$ cat src/rtl/i2c_master_tx_if.sv
// Bus bundle for the I2C write engine: TX FIFO read side, SCL/SDA pins and status.
// master = engine view, slave = FIFO/pad/controller view.
interface i2c_master_tx_if #(parameter int data_size = 8);
    logic                 START;
    logic [6:0]           SLAVE_ADDR;
    logic                 READ_EMPTY;
    logic [data_size-1:0] APB_RX;
    logic                 R_ENA;
    logic                 SCL;
    logic                 SDA_OE;
    logic                 SDA_IN;
    logic                 BUSY;
    logic                 DONE;
    logic                 NACK_ERR;
    logic [7:0]           BYTE_CNT;

    modport master (
        input  START, SLAVE_ADDR, READ_EMPTY, APB_RX, SDA_IN,
        output R_ENA, SCL, SDA_OE, BUSY, DONE, NACK_ERR, BYTE_CNT
    );

    modport slave (
        output START, SLAVE_ADDR, READ_EMPTY, APB_RX, SDA_IN,
        input  R_ENA, SCL, SDA_OE, BUSY, DONE, NACK_ERR, BYTE_CNT
    );
endinterface

$ cat src/rtl/i2c_master_tx.sv
// I2C write engine: pops TX FIFO bytes and sends START, addr+W, data bytes, STOP, checking each ACK.
// BUSY one cycle after START; bit = 4*CLK_DIV clk; pops only at an ACKed bit-end with FIFO non-empty.
module i2c_master_tx #(
    parameter int data_size = 8,
    parameter int CLK_DIV   = 4
) (
    input  logic            clk,
    input  logic            reset_n,
    i2c_master_tx_if.master bus
);
    localparam int DIV_W = (CLK_DIV > 1) ? $clog2(CLK_DIV) : 1;
    localparam int CNT_W = (data_size > 8) ? $clog2(data_size) : 3;
    localparam logic [DIV_W-1:0] DIV_LAST  = DIV_W'(CLK_DIV - 1);
    localparam logic [CNT_W-1:0] ADDR_LAST = CNT_W'(7);
    localparam logic [CNT_W-1:0] DATA_LAST = CNT_W'(data_size - 1);

    typedef enum logic [2:0] {
        IDLE, GEN_START, ADDR, ADDR_ACK, DATA, DATA_ACK, GEN_STOP
    } state_t;

    state_t               state, state_nx;
    logic [DIV_W-1:0]     div_cnt;
    logic [1:0]           q;
    logic [CNT_W-1:0]     bit_cnt;
    logic [data_size-1:0] shreg;
    logic                 nack_bit;
    logic                 done_r;
    logic                 nack_err;
    logic [7:0]           byte_cnt;

    logic tick, bit_end, accept, ack_phase, ack_sample, pop;
    logic scl_c, oe_c;

    assign tick       = (div_cnt == DIV_LAST);
    assign bit_end    = tick && (q == 2'd3);
    assign accept     = bus.START && (state == IDLE);
    assign ack_phase  = (state == ADDR_ACK) || (state == DATA_ACK);
    assign ack_sample = ack_phase && (q == 2'd2) && tick;
    // nack_bit was captured at the end of q2, so it is current by the bit-end cycle
    assign pop        = ack_phase && bit_end && !nack_bit && !bus.READ_EMPTY;

    always_comb begin
        state_nx = state;
        scl_c    = 1'b1;
        oe_c     = 1'b0;
        case (state)
            IDLE: begin
                if (bus.START) state_nx = GEN_START;
            end
            GEN_START: begin
                scl_c = (q != 2'd3);
                oe_c  = q[1];
                if (bit_end) state_nx = ADDR;
            end
            ADDR: begin
                scl_c = (q == 2'd1) || (q == 2'd2);
                oe_c  = !shreg[data_size-1];
                if (bit_end && bit_cnt == ADDR_LAST) state_nx = ADDR_ACK;
            end
            DATA: begin
                scl_c = (q == 2'd1) || (q == 2'd2);
                oe_c  = !shreg[data_size-1];
                if (bit_end && bit_cnt == DATA_LAST) state_nx = DATA_ACK;
            end
            ADDR_ACK, DATA_ACK: begin
                scl_c = (q == 2'd1) || (q == 2'd2);
                if (bit_end) begin
                    if (nack_bit || bus.READ_EMPTY) state_nx = GEN_STOP;
                    else                            state_nx = DATA;
                end
            end
            GEN_STOP: begin
                scl_c = (q != 2'd0);
                oe_c  = !q[1];
                if (bit_end) state_nx = IDLE;
            end
            default: state_nx = IDLE;
        endcase
    end

    always_ff @(posedge clk or negedge reset_n) begin
        if (!reset_n) begin
            state    <= IDLE;
            div_cnt  <= '0;
            q        <= 2'd0;
            bit_cnt  <= '0;
            shreg    <= '0;
            nack_bit <= 1'b0;
            done_r   <= 1'b0;
            nack_err <= 1'b0;
            byte_cnt <= 8'd0;
        end else begin
            state  <= state_nx;
            done_r <= (state == GEN_STOP) && bit_end;

            if (state == IDLE) begin
                div_cnt <= '0;
                q       <= 2'd0;
            end else if (tick) begin
                div_cnt <= '0;
                q       <= q + 2'd1;
            end else begin
                div_cnt <= div_cnt + 1'b1;
            end

            if (accept) begin
                shreg    <= data_size'({bus.SLAVE_ADDR, 1'b0}) << (data_size - 8);
                bit_cnt  <= '0;
                nack_err <= 1'b0;
                byte_cnt <= 8'd0;
            end else if (pop) begin
                shreg   <= bus.APB_RX;
                bit_cnt <= '0;
            end else if ((state == ADDR || state == DATA) && bit_end) begin
                shreg   <= {shreg[data_size-2:0], 1'b0};
                bit_cnt <= (state_nx == state) ? bit_cnt + 1'b1 : '0;
            end

            if (ack_sample) begin
                nack_bit <= bus.SDA_IN;
                if (bus.SDA_IN)              nack_err <= 1'b1;
                else if (state == DATA_ACK)  byte_cnt <= byte_cnt + 8'd1;
            end
        end
    end

    assign bus.SCL      = scl_c;
    assign bus.SDA_OE   = oe_c;
    assign bus.R_ENA    = pop;
    assign bus.BUSY     = (state != IDLE);
    assign bus.DONE     = done_r;
    assign bus.NACK_ERR = nack_err;
    assign bus.BYTE_CNT = byte_cnt;
endmodule

$ cat src/flat_wrapper.sv
// flat-port wrapper written by rule: the top's interface ports become plain ports
module i2c_master_tx_flat 
#(
    parameter int data_size = 8,
    parameter int CLK_DIV   = 4
)
  (clk, reset_n, bus_START, bus_SLAVE_ADDR, bus_READ_EMPTY, bus_APB_RX, bus_SDA_IN, bus_R_ENA, bus_SCL, bus_SDA_OE, bus_BUSY, bus_DONE, bus_NACK_ERR, bus_BYTE_CNT);
  i2c_master_tx_if #(.data_size(data_size)) bus_i ();
  input  logic clk;
  input  logic reset_n;
  input wire logic [$bits(bus_i.START)-1:0] bus_START;
  input wire logic [$bits(bus_i.SLAVE_ADDR)-1:0] bus_SLAVE_ADDR;
  input wire logic [$bits(bus_i.READ_EMPTY)-1:0] bus_READ_EMPTY;
  input wire logic [$bits(bus_i.APB_RX)-1:0] bus_APB_RX;
  input wire logic [$bits(bus_i.SDA_IN)-1:0] bus_SDA_IN;
  output wire logic [$bits(bus_i.R_ENA)-1:0] bus_R_ENA;
  output wire logic [$bits(bus_i.SCL)-1:0] bus_SCL;
  output wire logic [$bits(bus_i.SDA_OE)-1:0] bus_SDA_OE;
  output wire logic [$bits(bus_i.BUSY)-1:0] bus_BUSY;
  output wire logic [$bits(bus_i.DONE)-1:0] bus_DONE;
  output wire logic [$bits(bus_i.NACK_ERR)-1:0] bus_NACK_ERR;
  output wire logic [$bits(bus_i.BYTE_CNT)-1:0] bus_BYTE_CNT;
  assign bus_i.START = bus_START;
  assign bus_i.SLAVE_ADDR = bus_SLAVE_ADDR;
  assign bus_i.READ_EMPTY = bus_READ_EMPTY;
  assign bus_i.APB_RX = bus_APB_RX;
  assign bus_i.SDA_IN = bus_SDA_IN;
  assign bus_R_ENA = bus_i.R_ENA;
  assign bus_SCL = bus_i.SCL;
  assign bus_SDA_OE = bus_i.SDA_OE;
  assign bus_BUSY = bus_i.BUSY;
  assign bus_DONE = bus_i.DONE;
  assign bus_NACK_ERR = bus_i.NACK_ERR;
  assign bus_BYTE_CNT = bus_i.BYTE_CNT;
  i2c_master_tx #(.data_size(data_size), .CLK_DIV(CLK_DIV)) u_core (.clk(clk), .reset_n(reset_n), .bus(bus_i));
endmodule
$ cat config.mk
export PLATFORM = sky130hd
export DESIGN_NAME = i2c_master_tx_flat
export DESIGN_NICKNAME = d
export VERILOG_FILES = /design/src/rtl/i2c_master_tx_if.sv /design/src/rtl/i2c_master_tx.sv /design/src/flat_wrapper.sv
export SDC_FILE = /design/constraint.sdc
export NUM_CORES = 1
export LEC_CHECK = 0
export CORE_MARGIN = 1
export CORE_UTILIZATION = 25
export DETAILED_ROUTE_END_ITERATION = 8
export HOLD_SLACK_MARGIN = 0.05
export PLACE_DENSITY = 0.42
export RECOVER_POWER = 100
export SYNTH_ARGS = -nofsm -noshare
export SYNTH_HDL_FRONTEND = slang
export SYNTH_SLANG_ARGS = --single-unit
$ cat constraint.sdc
create_clock -name clk -period 2 [get_ports clk]
set_input_delay 0.2 -clock clk [delete_from_list [all_inputs] [get_ports clk]]
set_output_delay 0.2 -clock clk [all_outputs]
set_load 0.02 [all_outputs]
======== Word-level counts from Yosys, hierarchy flattened ========
Index checks and enable logic that the tools add are counted.
word-level totals
  latch bits .............................. 0
  memory bits (writable) .................. 0
  ROM bits ................................ 0
  input bits .............................. 20
  memories kept ........................... 0
  output and inout bits ................... 14
  flip-flop bits (word level) ............. 29
  logic and storage cells ................. 80
operators by class
  muxes and demuxes ....................... 28
  eq/ne operators ......................... 13
  reduce and logical (&&, ||, !) cells .... 26
  add/subtract/negate cells ............... 4
  divide/modulo/power cells ............... 0
  bitwise logic cells ..................... 0
  multipliers ............................. 0
  shifts and indexed selects .............. 0
  $lt $le $gt $ge ......................... 0
operators by type and width
  kind                 count
  $mux 8               7
  $mux 3               10
  $pmux 3 s6           1
  $eq 3x3->1 const B   4
  $logic_and 1x1->1    10
  $mux 2               5
  $add 8x1->8 const B  1
  $eq 2x2->1 const B   3
  $eq 3x2->1 const B   2
  $pmux 1 s3           2
  $reduce_bool 3->1    2
  $add 2x1->2 const B  2
  $logic_not 1->1      4
  $logic_or 1x1->1     4
  $reduce_bool 2->1    2
  $reduce_or 2->1      2
  $reduce_or 4->1      1
  $add 3x1->3 const B  1
  $eq 3x1->1 const B   1
  $eq 3x3->1           1
  $logic_not 3->1      1
  $mux 1               3
  $eq 2x1->1 const B   1
  $ne 2x2->1 const B   1

======== Depth between registers and ports, before layout ========
  word-level depth ........................ 10
  depth in mapped cells ................... 6

======== Worst setup path after synthesis ========
Ideal clock, no wire load.
  path kind ............................... register to output
  start point ............................. reg u_core.div_cnt[0]
  end point ............................... out bus_R_ENA
  data arrival time ....................... 1.463 ns
  setup slack ............................. 0.337 ns
  required time ........................... 1.800 ns
  cell stages (with the launch flop) ...... 7
  cells stage by stage .................... dfrtp_1 > ha_1 > buf_2 > and2_1 > clkbuf_1 > nand2_1 > nor2_1
between the ends
  cells in the longest elaborated chain, start to end .. 5
ends and longest elaborated chain
  what                             RTL line              RTL
  from (decl)                      i2c_master_tx.sv:22   logic [DIV_W-1:0] div_cnt;
  from (signal assigned)           i2c_master_tx.sv:103  div_cnt <= div_cnt + 1'b1;
  $eq 2x2->1                       i2c_master_tx.sv:34   assign tick = (div_cnt == DIV_LAST);
  $logic_and 1x1->1                i2c_master_tx.sv:35   assign bit_end = tick && (q == 2'd3);
  $logic_and 1x1->1 (3 in series)  i2c_master_tx.sv:40   assign pop = ack_phase && bit_end && !nack_bit && !bus.READ_EMPTY;
  to (decl)                        flat_wrapper.sv:16    output wire logic [$bits(bus_i.R_ENA)-1:0] bus_R_ENA;
Every way passes these cells.

======== Worst setup path in the final report ========
  start point ............................. reg u_core.q[1]
  end point ............................... out bus_R_ENA
between the ends
  cells in the longest elaborated chain, start to end .. 5
ends and longest elaborated chain
  what                             RTL line              RTL
  from (decl)                      i2c_master_tx.sv:23   logic [1:0] q;
  from (signal assigned)           i2c_master_tx.sv:101  q <= q + 2'd1;
  $eq 2x2->1                       i2c_master_tx.sv:35
  $logic_and 1x1->1                i2c_master_tx.sv:35
  $logic_and 1x1->1 (3 in series)  i2c_master_tx.sv:40
Every way passes these cells.

==> impl_results.md <==
- Outcome: finished, violations left
- Failing checks: DRC
- GRT Total Usage: 13.6%
- GRT busiest layer: met2
- Area contributors post-synth: dfrtp_1 43%, ha_1 5.2%, nand2_1 4.7%
- Final Max Tran Viols: 0
- Vias/cell: 5.11
- EDFF count, synth: 0
- Final wirelength: 4400 um
- Crit path launch type: flop
- DP Cell Count: 292
- Clock transition at path regs: 0.06 ns
- Clock period minus worst slack: 1.86 ns
- Asr flop ratio synth: 100%
- DRT Pass-1 Iters: 6
- Vias in the first global route: 1,567
- Routed Antenna Nets: 0
- Post-CTS setup buffer count: 0
- Post-route DRC: 6
- Antenna violations before repair: 0
- Synthesis Warnings: 0
- Worst Skew: 0.00347 ns
- DP Area: 0.00215 mm^2
- Clk_lat worst skew: 0.27 ns
- Routing usage on met3: 3.66%
- Vias after detailed routing: 1,528
- Clock Path Buffers: 2
- Final setup vio count: 0
- Worst setup margin: 0.137 ns
- Place WS: 0.0774 ns
- First-pass GRT wire length: 7530 um
- Global route overflow: 0
- Num ports: 34
- Yosys top cell area share: 43.1%
- Die X: 84.1 um
- Fmax: 537 MHz
- Primary FF master, synth: dfrtp_1
- RSZ-0062 raised after global routing: false
- Crit-path max FO: 5
- Synth Area in Simple Gates: 20.1%
- Total power divided by cell area: 982 mW/mm^2
- Post-synthesis sequential area ratio: 43.1%
- Mapped Cells: 181
- # nets final: 249
- Final Cycle Share: 93.1%
- Die area: 0.00707 mm^2
- Critical path type: flop to primary output
- Final core utilization: 34.6%
- Endpoints failing hold: 0
- Cell variety after synth: 43
- Layout cells sized above 1: 12.2%
- Mux cell area share after synthesis: 3.64%
- Final TNS setup: 0 ns
- Static leakage: 0.918 nW
- Slew headroom: 47.9%
- Cell Rows: 29
- Layout fillers: 664
- Routing usage on met1: 16.9%
- Hpwl dp: 3260 um
- CP Data Required Time: 1.80 ns
- Post-route cell area: 0.00222 mm^2
- Die extent in y: 84.1 um
- Syn nets: 208
- Hold Path Class: flop to flop
- Compound-cell area share of the yosys netlist: 19.1%
- Peak supply drop: 0.435 mV
- Post-synthesis cell area: 0.00168 mm^2
- Area Overhead vs Synth: 32.1%
- Setup crit end kind: primary output
- Root buffer cell: clkbuf_8
- Largest net degree at the start of global routing: 30
- Data arrival, critical path: 1.66 ns
- Met2 Usage GRT: 22.5%
- Non-filler instance count after layout: 299
- TritonCTS clock tree: yes
- Max-Cap Viols: 0
- Main combinational cell family by area after synthesis: simple AND/OR/NAND/NOR gates
- Core Footprint: 0.00642 mm^2
- PortBufs: 33
- H-tree Lvls: 2
- Synthesized area per cell: 9.30 um^2
- Antenna cells: 0
- Number of synthesized register bits: 29
- Iter 0 DRT Violations: 147
- Mean routed wirelength per cell: 14.7 um
- Xor-xnor portion of the synthesized cell area: 1.56%
- Least-Margin Pin Slew: 0.781 ns
- Total CTS buffers: 5
- Area leader, netlist: dfrtp_1
- Final GP Congestion: 0.727
- Initial Utilization: 26.2%
- Synth Area in Adders: 5.20%
- CTS Sinks: 29
[path summary, 6_finish.rpt]
kind                            slack [ns]  depth (start not counted)                      to              start
worst max-delay path                  0.14                          5               bus_R_ENA        u_core.q[1]
worst min-delay path                  0.44                          1       u_core.div_cnt[0]  u_core.div_cnt[0]
worst max register to register        0.20                          5  u_core.bus.BYTE_CNT[3]        u_core.q[0]
worst min register to register        0.44                          1       u_core.div_cnt[0]  u_core.div_cnt[0]
max in group asynchronous             0.93                          2         u_core.state[1]            reset_n
min in group asynchronous             0.53                          2       u_core.div_cnt[0]            reset_n
[worst max-delay path, stage by stage, from the launching register on]
cell and delay, ns:
dfrtp_1 0.42, ha_2 0.26, and2_1 0.17, nand2_1 0.08, nor2_1 0.12, clkdlybuf4s15_1 0.33
[state kept, by name (all words and copies together) (netlist names)]
register,cells
u_core.bit_cnt,3
u_core.bus.BYTE_CNT,8
u_core.bus.DONE,1
u_core.bus.NACK_ERR,1
u_core.div_cnt,2
u_core.nack_bit,1
u_core.q,2
u_core.shreg,8
u_core.state,3
[layer usage]
layer / vias to the layer above / part of all wire [%]
met1: 739 / 44
li1: 742 / -
met5: - / 0
met2: 40 / 49
met4: 0 / 2.0
met3: 7 / 5.1
[cell usage in the layout, fill, tap and decap left out, types with 2 or more instances in the layout]
cell type	Yosys	routed
dfrtp_1	29	27
nand2_1	21	21
clkdlybuf4s50_1	0	18
inv_1	14	14
dlygate4sd3_1	0	11
buf_4	1	11
nand3_1	9	9
o221ai_1	8	8
nor2b_1	8	8
a31oi_1	8	8
o21ai_0	7	7
o211ai_1	6	6
ha_1	7	6
clkbuf_8	0	6
nor2_1	5	5
mux2i_1	5	5
nor4_1	4	4
clkbuf_1	8	4
o31ai_1	3	3
a21oi_1	3	3
nand4_1	2	2
or2_2	2	2
or4_1	2	2
nor3_1	2	2
xnor2_1	2	2
a22o_1	2	2
dlygate4sd2_1	0	2
dfrtp_2	0	2
[report_power, final]
| part | internal, mW | switching, mW | total, mW |
|---|---|---|---|
| logic | 0.391 | 0.450 | 0.841 |
| clock network | 0.272 | 0.207 | 0.479 |
| registers | 0.728 | 0.137 | 0.865 |
| total | 1.39 | 0.793 | 2.18 |
[cell families (layout without fill, tap and decap cells)]
| group | Yosys count | after routing |
|---|---|---|
| xor+xnor | 3 | 3 |
| fa+ha+maj | 7 | 7 |
| simple gates | 64 | 64 |
| compound gates | 45 | 45 |
| buf+inv | 27 | 68 |
| flops | 29 | 29 |
| mux | 6 | 6 |
[Yosys cell counts (3+ instances only)]
library cell	number
ha_1	7
o31ai_1	3
nand3_1	9
mux2i_1	5
dfrtp_1	29
nor2_1	5
nand2_1	21
clkbuf_1	8
nor2b_1	8
o221ai_1	8
inv_1	14
o211ai_1	6
a21oi_1	3
o21ai_0	7
nor4_1	4
a31oi_1	8
[per-stage QoR]
step,power (mW),hold WS (ns)
floorplan,1.42,-0.0956
finish,2.18,0.441
global route,2.37,0.469
global placement,1.73,0.428
CTS,2.24,0.336
detailed placement,1.76,0.436
[cell type report]
cell class	count	area [um^2]	area share [%]
multi-input combinational	125	845	38.0
sequential	29	728	32.7
timing repair buffer	47	417	18.7
tap	77	96.3	4.33
clock buffer	7	86.3	3.88
inverter	14	52.6	2.36
[timing repair]
item,CTS,global route
gates resized for setup,6,5
hold endpoints to repair,0,0
hold buffers,0,0
endpoints found under the setup margin,4,2
No activity file was read; power rests on OpenSTA's default activity.
